==> config.mk <==
export PLATFORM = sky130hd
export DESIGN_NAME = hyperbus_wb_bridge
export DESIGN_NICKNAME = d
export VERILOG_FILES = /design/src/rtl/hyperbus_wb_bridge.sv
export SDC_FILE = /design/constraint.sdc
export NUM_CORES = 1
export LEC_CHECK = 0
export BUFFER_PORTS_ARGS = -buffer_cell sky130_fd_sc_hd__buf_4
export CAP_MARGIN = 10
export CORE_MARGIN = 2
export CORE_UTILIZATION = 54
export DETAILED_ROUTE_END_ITERATION = 10
export PLACE_DENSITY = 0.93
export SLEW_MARGIN = 20
export SYNTH_ARGS = -nofsm -noshare
export SYNTH_HDL_FRONTEND = slang
export SYNTH_SLANG_ARGS = --single-unit
==> constraint.sdc <==
create_clock -name clk -period 4.75 [get_ports clk]
set_input_delay 0.7125 -clock clk [delete_from_list [all_inputs] [get_ports clk]]
set_output_delay 0.7125 -clock clk [all_outputs]
set_load 0.01 [all_outputs]
==> src/rtl/hyperbus_wb_bridge.sv <==
`default_nettype none
// ============================================================================
// Module   : hyperbus_wb_bridge
// Purpose  : Wishbone B4 classic slave that splits 32-bit accesses into
//            16-bit HyperBus words for the hyperbus leader controller.
// Option   : HYPERBUS_WB_TIMEOUT_EN enables the ready/valid burst timeout.
// Revision : 1.0 - initial release
// ============================================================================
module hyperbus_wb_bridge #(
    parameter int WB_ADDR_WIDTH  = 24,
    parameter int HB_ADDR_LENGTH = 32,
    parameter int REG_SPACE_BIT  = 23,
    parameter int GAP_CYCLES     = 2,
    parameter int TIMEOUT_CYCLES = 255
) (
    input  logic                      clk,
    input  logic                      rstn,
    input  logic [WB_ADDR_WIDTH-1:0]  wb_adr_i,
    input  logic [31:0]               wb_dat_i,
    input  logic [3:0]                wb_sel_i,
    input  logic                      wb_we_i,
    input  logic                      wb_cyc_i,
    input  logic                      wb_stb_i,
    output logic [31:0]               wb_dat_o,
    output logic                      wb_ack_o,
    output logic                      wb_err_o,
    output logic [HB_ADDR_LENGTH-1:0] hb_adr_o,
    output logic [15:0]               hb_dat_o,
    output logic [1:0]                hb_mask_o,
    output logic                      hb_reg_space_o,
    output logic                      hb_wrq_o,
    output logic                      hb_rrq_o,
    input  logic [15:0]               hb_dat_i,
    input  logic                      hb_ready_i,
    input  logic                      hb_valid_i
);

    localparam int GAP_W = (GAP_CYCLES > 1) ? $clog2(GAP_CYCLES + 1) : 1;
    localparam logic [GAP_W-1:0] GAP_RELOAD = GAP_W'(GAP_CYCLES);

    localparam logic [1:0] S_IDLE  = 2'd0;
    localparam logic [1:0] S_WRITE = 2'd1;
    localparam logic [1:0] S_READ  = 2'd2;
    localparam logic [1:0] S_DONE  = 2'd3;

    if (GAP_CYCLES < 2 || TIMEOUT_CYCLES < 1) begin : g_bad_params
        $error("hyperbus_wb_bridge: GAP_CYCLES must be >= 2 and TIMEOUT_CYCLES >= 1");
    end

    logic [1:0]               state_q, state_d;
    logic [GAP_W-1:0]         gap_q;
    logic [31:0]              dat_q;
    logic [3:0]               sel_q;
    logic                     reg_q, word_q, abort_q;
    logic [15:0]              rd_lo_q;
    logic [31:0]              wb_dat_q;
    logic [HB_ADDR_LENGTH-1:0] hb_adr_q;
    logic [15:0]              hb_dat_q;
    logic [1:0]               hb_mask_q;
    logic                     hb_reg_q, hb_wrq_q, hb_rrq_q;

    logic                     accept, busy, last_word, timeout_hit, to_err;
    logic [WB_ADDR_WIDTH-2:0] word_adr;
    logic                     unused_adr_lsb;

    assign unused_adr_lsb = ^wb_adr_i[1:0];

    // Byte address to 16-bit word address; the space-select bit never reaches the bus.
    always_comb begin
        word_adr = {wb_adr_i[WB_ADDR_WIDTH-1:2], 1'b0};
        word_adr[REG_SPACE_BIT-1] = 1'b0;
    end

    assign accept    = (state_q == S_IDLE) && (gap_q == '0) && wb_cyc_i && wb_stb_i;
    assign busy      = (state_q == S_WRITE) || (state_q == S_READ);
    assign last_word = reg_q | word_q;

`ifdef HYPERBUS_WB_TIMEOUT_EN
    localparam int TO_BITS = $clog2(TIMEOUT_CYCLES + 1);
    localparam int TO_W    = (TO_BITS > 8) ? TO_BITS : 8;

    logic [TO_W-1:0] to_cnt_q;
    logic            to_err_q;
    logic            progress;

    assign progress    = ((state_q == S_WRITE) && hb_ready_i) || ((state_q == S_READ) && hb_valid_i);
    assign timeout_hit = busy && !progress && (to_cnt_q == TO_W'(TIMEOUT_CYCLES - 1));
    assign to_err      = to_err_q;

    always_ff @(posedge clk or negedge rstn) begin
        if (!rstn) begin
            to_cnt_q <= '0;
            to_err_q <= 1'b0;
        end else begin
            if (accept || progress) begin
                to_cnt_q <= '0;
            end else if (busy) begin
                to_cnt_q <= to_cnt_q + TO_W'(1);
            end
            if (accept) begin
                to_err_q <= 1'b0;
            end else if (timeout_hit) begin
                to_err_q <= 1'b1;
            end
        end
    end
`else
    assign timeout_hit = 1'b0;
    assign to_err      = 1'b0;
`endif

    always_ff @(posedge clk or negedge rstn) begin
        if (!rstn) begin
            state_q <= S_IDLE;
        end else begin
            state_q <= state_d;
        end
    end

    always_comb begin
        state_d = state_q;
        case (state_q)
            S_IDLE:  if (accept) state_d = wb_we_i ? S_WRITE : S_READ;
            S_WRITE: if (timeout_hit || (hb_ready_i && last_word)) state_d = S_DONE;
            S_READ:  if (timeout_hit || (hb_valid_i && last_word)) state_d = S_DONE;
            default: state_d = S_IDLE;
        endcase
    end

    // A master that aborted mid-burst may already be on its next cycle; it must not see this ack.
    always_comb begin
        wb_ack_o = 1'b0;
        wb_err_o = 1'b0;
        if ((state_q == S_DONE) && wb_cyc_i && wb_stb_i && !abort_q) begin
            wb_err_o = to_err;
            wb_ack_o = !to_err;
        end
    end

    always_ff @(posedge clk or negedge rstn) begin
        if (!rstn) begin
            gap_q     <= GAP_RELOAD;
            dat_q     <= '0;
            sel_q     <= '0;
            reg_q     <= 1'b0;
            word_q    <= 1'b0;
            abort_q   <= 1'b0;
            rd_lo_q   <= '0;
            wb_dat_q  <= '0;
            hb_adr_q  <= '0;
            hb_dat_q  <= '0;
            hb_mask_q <= '0;
            hb_reg_q  <= 1'b0;
            hb_wrq_q  <= 1'b0;
            hb_rrq_q  <= 1'b0;
        end else begin
            hb_wrq_q <= (state_d == S_WRITE);
            hb_rrq_q <= (state_d == S_READ);

            if (state_q == S_DONE) begin
                gap_q <= GAP_RELOAD;
            end else if ((state_q == S_IDLE) && (gap_q != '0)) begin
                gap_q <= gap_q - GAP_W'(1);
            end

            if (accept) begin
                dat_q     <= wb_dat_i;
                sel_q     <= wb_sel_i;
                reg_q     <= wb_adr_i[REG_SPACE_BIT];
                word_q    <= 1'b0;
                abort_q   <= 1'b0;
                hb_adr_q  <= HB_ADDR_LENGTH'(word_adr);
                hb_reg_q  <= wb_adr_i[REG_SPACE_BIT];
                hb_dat_q  <= wb_dat_i[15:0];
                hb_mask_q <= wb_adr_i[REG_SPACE_BIT] ? 2'b00 : ~wb_sel_i[1:0];
            end else if (busy && !wb_cyc_i) begin
                abort_q <= 1'b1;
            end

            if ((state_q == S_WRITE) && hb_ready_i && !last_word) begin
                word_q    <= 1'b1;
                hb_dat_q  <= dat_q[31:16];
                hb_mask_q <= ~sel_q[3:2];
            end

            if ((state_q == S_READ) && hb_valid_i) begin
                if (!last_word) begin
                    rd_lo_q <= hb_dat_i;
                    word_q  <= 1'b1;
                end else begin
                    wb_dat_q <= reg_q ? {16'h0000, hb_dat_i} : {hb_dat_i, rd_lo_q};
                end
            end
        end
    end

    assign wb_dat_o       = wb_dat_q;
    assign hb_adr_o       = hb_adr_q;
    assign hb_dat_o       = hb_dat_q;
    assign hb_mask_o      = hb_mask_q;
    assign hb_reg_space_o = hb_reg_q;
    assign hb_wrq_o       = hb_wrq_q;
    assign hb_rrq_o       = hb_rrq_q;

endmodule
`default_nettype wire
# Word level (Yosys, flattened, before mapping)

Cells that the tools add are included.
Widths: inputs -> output; s select.

Word-level logic and storage cells: 69
Output and inout port bits: 87
Register bits: 132
Bits of input ports: 83

Add/subtract/negate cells: 1
Equal/unequal tests: 5
Bitwise operators: 4
Muxes and demuxes: 20
Reductions and logical operators: 25

Operators with widths:

| operator            | count |
|---|---|
| $mux 16             | 2 |
| $mux 32             | 1 |
| $mux 2              | 9 |
| $logic_and 1x1->1   | 13 |
| $reduce_bool 2->1   | 4 |
| $mux 1              | 7 |
| $eq 2x2->1 const B  | 3 |
| $pmux 2 s3          | 1 |
| $eq 2x1->1 const B  | 2 |
| $logic_not 2->1     | 2 |
| $not 2->2           | 2 |
| $reduce_and 2->1    | 2 |
| $logic_not 1->1     | 3 |
| $sub 2x1->2 const B | 1 |
| $logic_or 1x1->1    | 1 |
| $not 1->1           | 1 |
| $or 1x1->1          | 1 |

# Logic depth before layout (Yosys ltp)

Gate-level depths: netlist of the first run.

Depth in word-level cells: 8
Gate-level depth with buffers: 7
Gate-level depth less buffers: 6

# Worst setup path after synthesis of the first run

OpenSTA, ideal clock, no wires.

Path type: input-to-output
Start: in wb_cyc_i
End: out wb_ack_o
Required time: 4.038 ns
Stages: 1
Buffers on the path: 0
Setup slack: 3.094 ns
Arrival: 0.944 ns
Path through: and4b_1

Word-level cells in the longest chain between the ends: 4

Ends and longest elaborated chain:

| element                         | RTL line | RTL |
|---|---|---|
| start: declaration              | 22       | `input logic wb_cyc_i,` |
| $logic_and 1x1->1 (3 in series) | 134      | `if ((state_q == S_DONE) && wb_cyc_i && wb_stb_i && !abort_q) begin` |
| $mux 1                          | 134      |  |
| end: declaration                | 25       | `output logic wb_ack_o,` |

Every way passes these cells.

# Worst setup path in the final report of the first run

Start: reg hb_reg_q (netlist: hb_reg_space_o)
End: out hb_reg_space_o

RTL lines:

| element                  | RTL line | RTL |
|---|---|---|
| start: declaration       | 60       | `logic hb_reg_q, hb_wrq_q, hb_rrq_q;` |
| start signal: assignment | 173      | `hb_reg_q <= wb_adr_i[REG_SPACE_BIT];` |
| end: declaration         | 30       | `output logic hb_reg_space_o,` |

No word-level cell between the ends.

==> reports/results.ini, run 1 <==
[synth]
yosysWarnings=0
synth_top_area_share=0.576
synthTopCellsByArea=dfrtp_1, mux2_2, mux2i_1, o21ai_0, nand2_1
ys_seq_area_frac=0.581
post-synth-top-area-cell=dfrtp_1
synth_edf_count=0
synth_cell_types=39
syn_avg_cell_area_sq_um=12.5
ys_ff_latch=114
syn_area_sq_um=4910
synth_cells=393
synthArstFlopShare=1.00
ys.flop_type=dfrtp_1

[sta]
setup_viol=0
period_share=0.501
fmax_mhz=420
relSlewSlack=0.322
fin_skew_ns=0.00799
fin_setup_tns_ns=0
rsz0062_at_grt=false
hold_violations=0
period_needed_ns=2.38
worst_pin_slew_ns=1.02
slew_violations=0

[detailed_routing]
avgViaCountPerCell=5.24
wl_per_cell_microns=16.6
wirelength_mm=11.1
first_pass_iters=6
drtIter0Drc=88
via_count=3511
ant_nets=0
drc=0

[pwr]
peakVddDrop_mv=0.375
p_per_area_nw_per_um2=664
power_uw=4420
p_leak_uw=0.00338

[critical_path]
slowest_delay_ns=0.53
crit_slowest_cell=dfrtp_1
worstSetupStartpointType=register
worst-endpoint-arrival_ns=1.67
required_ns=4.04
path_cells=buf_4, buf_4
worstPathMaxFanout=32
critPathCaptureType=primary output
crit_type=register to primary output
critical_path_buf_inv_count=2
path_common_cell=buf_4
path_delay_family=buffers and inverters

[cts]
postCtsHoldBufs=0
cts_root_buf=clkbuf_8
clk_latency_ns=0.50
path_clk_slew_ns=0.05
post-cts-setup-buffer-count=0
h-tree-depth=4
clock_sinks=114
cts_buffers=17
clk_path_buf_depth=2
tritoncts=done
cts-resized-gates=0

[run]
maxCapViolations=0

[place]
io_buffers=155
gp_congestion=0.766
dpl.hpwl_mm=7.47

[grt]
grtUsageTotal=0.234
grt_max_degree=84
antenna_found_initial=0
first_global_vias=3758
grt_pass1_wl_mm=18.0
gr-total-overflow=0

[floorplan]
chipWidth_microns=99.3
initial_core_util=0.560
core_sq_um=8760
fp.dieH_microns=99.3
num_rows=34
die-area_sq_um=9870
ios=170

[finish]
n_antenna_cell=0
mostFrequentLayoutCell=buf_4
nets=637
drive_above_1_share=0.445
area_delta_synth_final_pct=35.7
layout_common_cells=buf_4, dfrtp_1, nand2_1, o21ai_0, mux2_2
num-fill-cells=539

[outcome]
status=completed

[worst_hold_path]
hold_path_class=input port to async pin

[Yosys cell counts, drive strengths merged (3+ instances only)]
master / n
dfrtp: 113
mux2: 56
nand2: 50
o21ai: 49
mux2i: 32
buf: 29
nand2b: 17
clkbuf: 5
ha: 5
inv: 5
nor2: 5
a21oi: 4
nor3: 3
[power breakdown]
group / total, uW / internal (uW) / switching, uW
combinational: 1540 / 833 / 703
clock: 1200 / 767 / 430
sequential: 1690 / 1420 / 271
[registers in the layout, summed over array words and instances, names as in the netlist]
| signal | count |
|---|---|
| abort_q | 1 |
| hb_mask_o | 2 |
| state_q | 2 |
| word_q | 1 |
| hb_reg_space_o | 1 |
| hb_wrq_o | 1 |
| hb_dat_o | 16 |
| sel_q | 2 |
| dat_q | 16 |
| hb_adr_o | 21 |
| wb_dat_o | 32 |
| rd_lo_q | 16 |
| gap_q | 2 |
| hb_rrq_o | 1 |
[area by class of cell]
| cell class | count | area, sq um | area share |
|---|---|---|---|
| sequential | 114 | 2850 | 0.429 |
| multi-input combinational | 251 | 1870 | 0.281 |
| timing repair buffer | 160 | 1220 | 0.183 |
| clock buffer | 21 | 449 | 0.0674 |
| tap | 108 | 135 | 0.0203 |
| clock inverter | 11 | 111 | 0.0167 |
| inverter | 5 | 18.8 | 0.00282 |
[kinds of logic (layout without fill, tap and decap cells)]
family	after synthesis	count (layout)	share of synthesized area
flops	114	114	0.581
simple gates	83	83	0.0831
xor+xnor	1	1	0.00178
buf+inv	39	197	0.0495
fa+ha+maj	5	5	0.0127
other cells	1	12	0.000764
compound gates	62	62	0.0701
mux	88	88	0.201
[stage by stage]
stage / hold slack [ns] / setup WS [ns] / cell area (sq um) / utilization / instances
after floorplan: 0.414 / 3.09 / 4950 / - / 404
after global placement: 0.425 / 2.27 / 6060 / 0.692 / 636
after detailed placement: 0.440 / 2.11 / 6060 / 0.692 / 636
after CTS: 0.406 / 2.09 / 6630 / 0.756 / 668
after global routing: 0.304 / 2.28 / 6660 / 0.760 / 670
final: 0.255 / 2.37 / 6660 / 0.760 / 670
[routing by layer]
| metal | GRT usage | wire length, microns | vias to the layer above |
|---|---|---|---|
| met5 | 0 | 0 | - |
| met4 | 0.0906 | 193 | 0 |
| met3 | 0.0963 | 1000 | 16 |
| met2 | 0.384 | 5390 | 151 |
| met1 | 0.277 | 4550 | 1703 |
| li1 | - | - | 1641 |
[path summary, 6_finish.rpt]
path	from	depth (start not counted)	end	slack (ns)
max	hb_reg_space_o	2	hb_reg_space_o	2.37
min	rstn	1	wb_dat_o[10]	0.26
max reg2reg	state_q[0]	4	rd_lo_q[5]	2.50
min reg2reg	sel_q[3]	1	hb_mask_o[1]	0.46
max in group asynchronous	rstn	2	hb_dat_o[2]	3.56
min in group clk	wb_dat_i[17]	2	dat_q[17]	0.43
[worst register-to-register path, stage by stage (launching register included)]
cell     delay (ns)
dfrtp_1        0.44
inv_1          0.13
ha_1           0.27
and3_1         0.87
mux2_2         0.43
Power figures use the tool's default switching activity.
==> inputs of run 2 (changes only) <==
--- a/config.mk
+++ b/config.mk
@@ -8,9 +8,9 @@
 export BUFFER_PORTS_ARGS = -buffer_cell sky130_fd_sc_hd__buf_4
 export CAP_MARGIN = 10
 export CORE_MARGIN = 2
-export CORE_UTILIZATION = 54
+export CORE_UTILIZATION = 50
 export DETAILED_ROUTE_END_ITERATION = 10
-export PLACE_DENSITY = 0.93
+export PLACE_DENSITY = 0.88
 export SLEW_MARGIN = 20
 export SYNTH_ARGS = -nofsm -noshare
 export SYNTH_HDL_FRONTEND = slang
==> constraint.sdc (replaced) <==
create_clock -name clk -period 2.3 [get_ports clk]
set_input_delay 0.345 -clock clk [delete_from_list [all_inputs] [get_ports clk]]
set_output_delay 0.345 -clock clk [all_outputs]
set_load 0.01 [all_outputs]
==> run 2 against run 1 <==
Critical path depth rose by 1. Worst setup slack got worse by 2.1 ns. Die area rose by 7.7%. Worst hold slack got worse by 0.21 ns. Sequential share of layout area fell by 0.67 points. Non-clock buffer count rose by 5. Flip-flop and latch count did not move. Final cell count rose by 4.2%. Largest cell class unchanged. Largest power group unchanged.
==> reports/results.ini, run 2 (same netlist as run 1, synthesis figures left out) <==
[grt]
first_global_vias=3581
grt_pass1_wl_mm=17.2
antenna_found_initial=0
gr-total-overflow=0
grtUsageTotal=0.216
grt_max_degree=65

[detailed_routing]
wl_per_cell_microns=15.4
first_pass_iters=4
avgViaCountPerCell=4.98
via_count=3478
drc=0
ant_nets=0
drtIter0Drc=65
wirelength_mm=10.8

[critical_path]
critical_path_buf_inv_count=1
worstPathMaxFanout=7
worstSetupStartpointType=register
path_delay_family=flip-flops
path_cells=ha_1, and4b_1, buf_4
crit_slowest_cell=dfrtp_1
slowest_delay_ns=0.45
crit_type=register to primary output
critPathCaptureType=primary output
required_ns=1.96
worst-endpoint-arrival_ns=1.65
r2r_slack_ns=0.46

[finish]
fin_util=0.702
mostFrequentLayoutCell=buf_4
num-fill-cells=691
area_delta_synth_final_pct=37.8
drive_above_1_share=0.450
n_antenna_cell=0
finalNonFillerCells=698
layout_common_cells=buf_4, dfrtp_1, nand2_1, o21ai_0, mux2_2
largest_reg_flops=32
nets=642

[sta]
slew_violations=0
fin_setup_tns_ns=0
hold_violations=0
setup_viol=0
period_needed_ns=1.99
fmax_mhz=502
rsz0062_at_grt=false
fin_ws_ns=0.308
fin_skew_ns=0.00664
worst_pin_slew_ns=0.530
relSlewSlack=0.647
period_share=0.866

[floorplan]
initial_core_util=0.509
ios=170
core_sq_um=9640
chipWidth_microns=103
num_rows=36
fp.dieH_microns=103
die-area_sq_um=10600

[worst_hold_path]
hold_path_class=input port to register

[cts]
h-tree-depth=4
clock_sinks=114
cts-resized-gates=0
postCtsHoldBufs=1
tritoncts=done
post-cts-setup-buffer-count=0
clk_path_buf_depth=2
cts_root_buf=clkbuf_8
clk_latency_ns=0.51
cts_buffers=17
path_clk_slew_ns=0.06

[place]
gp_congestion=0.773
place_inst=667
io_buffers=155
dpl.hpwl_mm=7.57
pre_cts_ws_ns=0.500

[pwr]
p_leak_uw=0.00342
p_per_area_nw_per_um2=1360
peakVddDrop_mv=0.660
power_uw=9220

[run]
maxCapViolations=0

[outcome]
status=completed

## run 2: path summary, 6_finish.rpt
kind | start | to | cells past startpoint
worst max-delay path | state_q[0] | wb_ack_o | 3
worst min-delay path | wb_sel_i[2] | sel_q[2] | 2
worst max register to register | state_q[0] | hb_mask_o[0] | 7
worst min register to register | sel_q[2] | hb_mask_o[0] | 1
max in group asynchronous | rstn | hb_adr_o[21] | 3
min in group asynchronous | rstn | wb_dat_o[11] | 2
## run 2: metal layers
metal  vias up  part of all wire  track usage
met3        12             0.087       0.0861
met1      1674              0.40        0.264
met5         -                 0            0
met2       141              0.50        0.343
li1       1651                 -            -
met4         0             0.014       0.0901
## run 2: where the power goes
part | total, uW | internal [uW] | switching [uW]
registers | 3450 | 2930 | 519
logic | 3200 | 1740 | 1460
clock network | 2580 | 1710 | 864
total | 9220 | 6380 | 2840
## run 2: cell type report
class                      count  area (sq um)  share of cell area
clock buffer                  20           455              0.0673
clock inverter                10           134              0.0198
inverter                       5          18.8             0.00277
multi-input combinational    251          1870               0.276
sequential                   114          2850               0.422
tap                          133           166              0.0246
timing repair buffer         165          1270               0.187
## run 2: worst register-to-register path, stage by stage, from the launching register on
cell,delay [ns]
dfrtp_1,0.45
inv_1,0.09
ha_1,0.30
nand4_4,0.14
buf_12,0.29
nor3_1,0.10
a211oi_1,0.28
a21oi_1,0.07
## run 2: per-stage QoR
stage / hold WS (ns) / area (sq um)
6_report: 0.0499 / 6770
5_1_grt: 0.0396 / 6770
4_1_cts: 0.0205 / 6770
3_5_place_dp: 0.360 / 6170
3_3_place_gp: 0.357 / 6170
2_1_floorplan: 0.0494 / 4950
==> inputs of run 3 (changes only) <==
--- a/config.mk
+++ b/config.mk
@@ -11,6 +11,7 @@
 export CORE_UTILIZATION = 50
 export DETAILED_ROUTE_END_ITERATION = 10
 export PLACE_DENSITY = 0.88
+export REMOVE_ABC_BUFFERS = 1
 export SLEW_MARGIN = 20
 export SYNTH_ARGS = -nofsm -noshare
 export SYNTH_HDL_FRONTEND = slang
==> run 3 against run 2 <==
Register-to-register slack lost 0.07 ns. Via count fell by 1.4%. Largest cell class unchanged. Combinational power is 2% lower. First-iteration DRC count grew 49%. Non-clock buffer count fell by 1. Cell area grew 0.67%. Sequential power is essentially flat. Clock skew increased by 0.0013 ns.
==> reports/results.ini, run 3 (same netlist as run 1, synthesis figures left out) <==
[outcome]
status=completed

[cts]
h-tree-depth=4
tritoncts=done
clock_sinks=114
clk_path_buf_depth=2
post-cts-setup-buffer-count=0
cts_root_buf=clkbuf_8
path_clk_slew_ns=0.05
clk_latency_ns=0.51
cts_buffers=17

[sta]
fin_skew_ns=0.00797
worst_pin_slew_ns=0.550
relSlewSlack=0.633
hold_violations=0
setup_viol=0
period_share=0.861
period_needed_ns=1.98
slew_violations=0
fmax_mhz=505
rsz0062_at_grt=false

[finish]
drive_above_1_share=0.447
num-fill-cells=690
layout_common_cells=buf_4, dfrtp_1, nand2_1, o21ai_0, mux2_2
mostFrequentLayoutCell=buf_4
finalNonFillerCells=699
area_delta_synth_final_pct=38.7
largest_reg_flops=32
n_antenna_cell=0
nets=641

[grt]
grt_max_degree=65
antenna_found_initial=0
gr-total-overflow=0
grtUsageTotal=0.204
first_global_vias=3498
grt_pass1_wl_mm=16.5

[floorplan]
ios=170
chipWidth_microns=103
initial_core_util=0.509
fp.dieH_microns=103
num_rows=36
core_sq_um=9640
die-area_sq_um=10600

[critical_path]
worst-endpoint-arrival_ns=1.64
worstSetupStartpointType=register
required_ns=1.96
r2r-end=hb_dat_o[8]
r2r_slack_ns=0.39
crit_type=register to primary output
ff2ff_path_depth=6
worstPathMaxFanout=33
reg2reg_from=state_q[0]
critPathCaptureType=primary output

[place]
io_buffers=155
gp_congestion=0.823
place_inst=666
dpl.hpwl_mm=7.10

[detailed_routing]
wl_per_cell_microns=14.8
drc=0
avgViaCountPerCell=4.91
ant_nets=0
first_pass_iters=4
drtIter0Drc=97
wirelength_mm=10.4
via_count=3430

[pwr]
p_leak_uw=0.00344
p_per_area_nw_per_um2=1380
power_uw=9430
peakVddDrop_mv=0.788

[worst_hold_path]
min_from=wb_dat_i[16]
hold_path_class=input port to register
min_to=dat_q[16]
worstHoldPathCells=2

[run]
maxCapViolations=0

-- run 3: per-stage QoR --
stage	utilization	setup WS [ns]	hold WS, ns	instance area (sq um)	TNS, ns
after global placement	0.639	0.528	0.363	6160	0
after global routing	0.707	0.233	0.0301	6810	0
after detailed placement	0.639	0.444	0.367	6160	0
final	0.707	0.319	0.0465	6810	0
after CTS	0.707	0.290	0.0280	6810	0
after floorplan	-	-0.564	0.0494	4730	-33.21
-- run 3: where the power goes --
part / internal [uW] / switching (uW) / leakage (uW)
logic: 1730 / 1420 / 0.00170
clock network: 1950 / 879 / 0.000319
registers: 2930 / 531 / 0.00142
total: 6600 / 2830 / 0.00344
-- run 3: metal layers --
layer	wire, microns	GRT usage
met1	4120	0.242
met5	0	0
met3	810	0.0820
met2	5300	0.337
met4	138	0.0759
-- run 3: critical path, cell delays in order, from the launching register on --
cell and delay (ns):
dfrtp_1 0.50, buf_4 0.42, buf_4 0.20
-- run 3: cell type report --
type                            instances  area [sq um]  share of cell area
Clock buffer                           22           463              0.0680
Clock inverter                         10           179              0.0263
Inverter                                5          18.8             0.00276
Multi-Input combinational cell        251          1870               0.275
Sequential cell                       114          2850               0.419
Tap cell                              133           166              0.0244
Timing Repair Buffer                  164          1260               0.185
-- run 3: worst max path at each step --
stage	from	end	slack, ns	depth (start not counted)
floorplan	hb_reg_space_o	hb_rrq_o	-0.56	4
detailed placement	state_q[0]	hb_dat_o[8]	0.44	6
global route	hb_reg_space_o	hb_reg_space_o	0.23	2
finish	hb_reg_space_o	hb_reg_space_o	0.32	2
CTS	hb_reg_space_o	hb_reg_space_o	0.29	2
global placement	state_q[0]	hb_adr_o[16]	0.53	5
-- run 3: what timing repair did --
action / CTS / global route
resized for setup: 0 / 0
endpoints found under the hold margin: 40 / 0
endpoints found under the setup margin: 0 / 0
hold buffers: 1 / 0
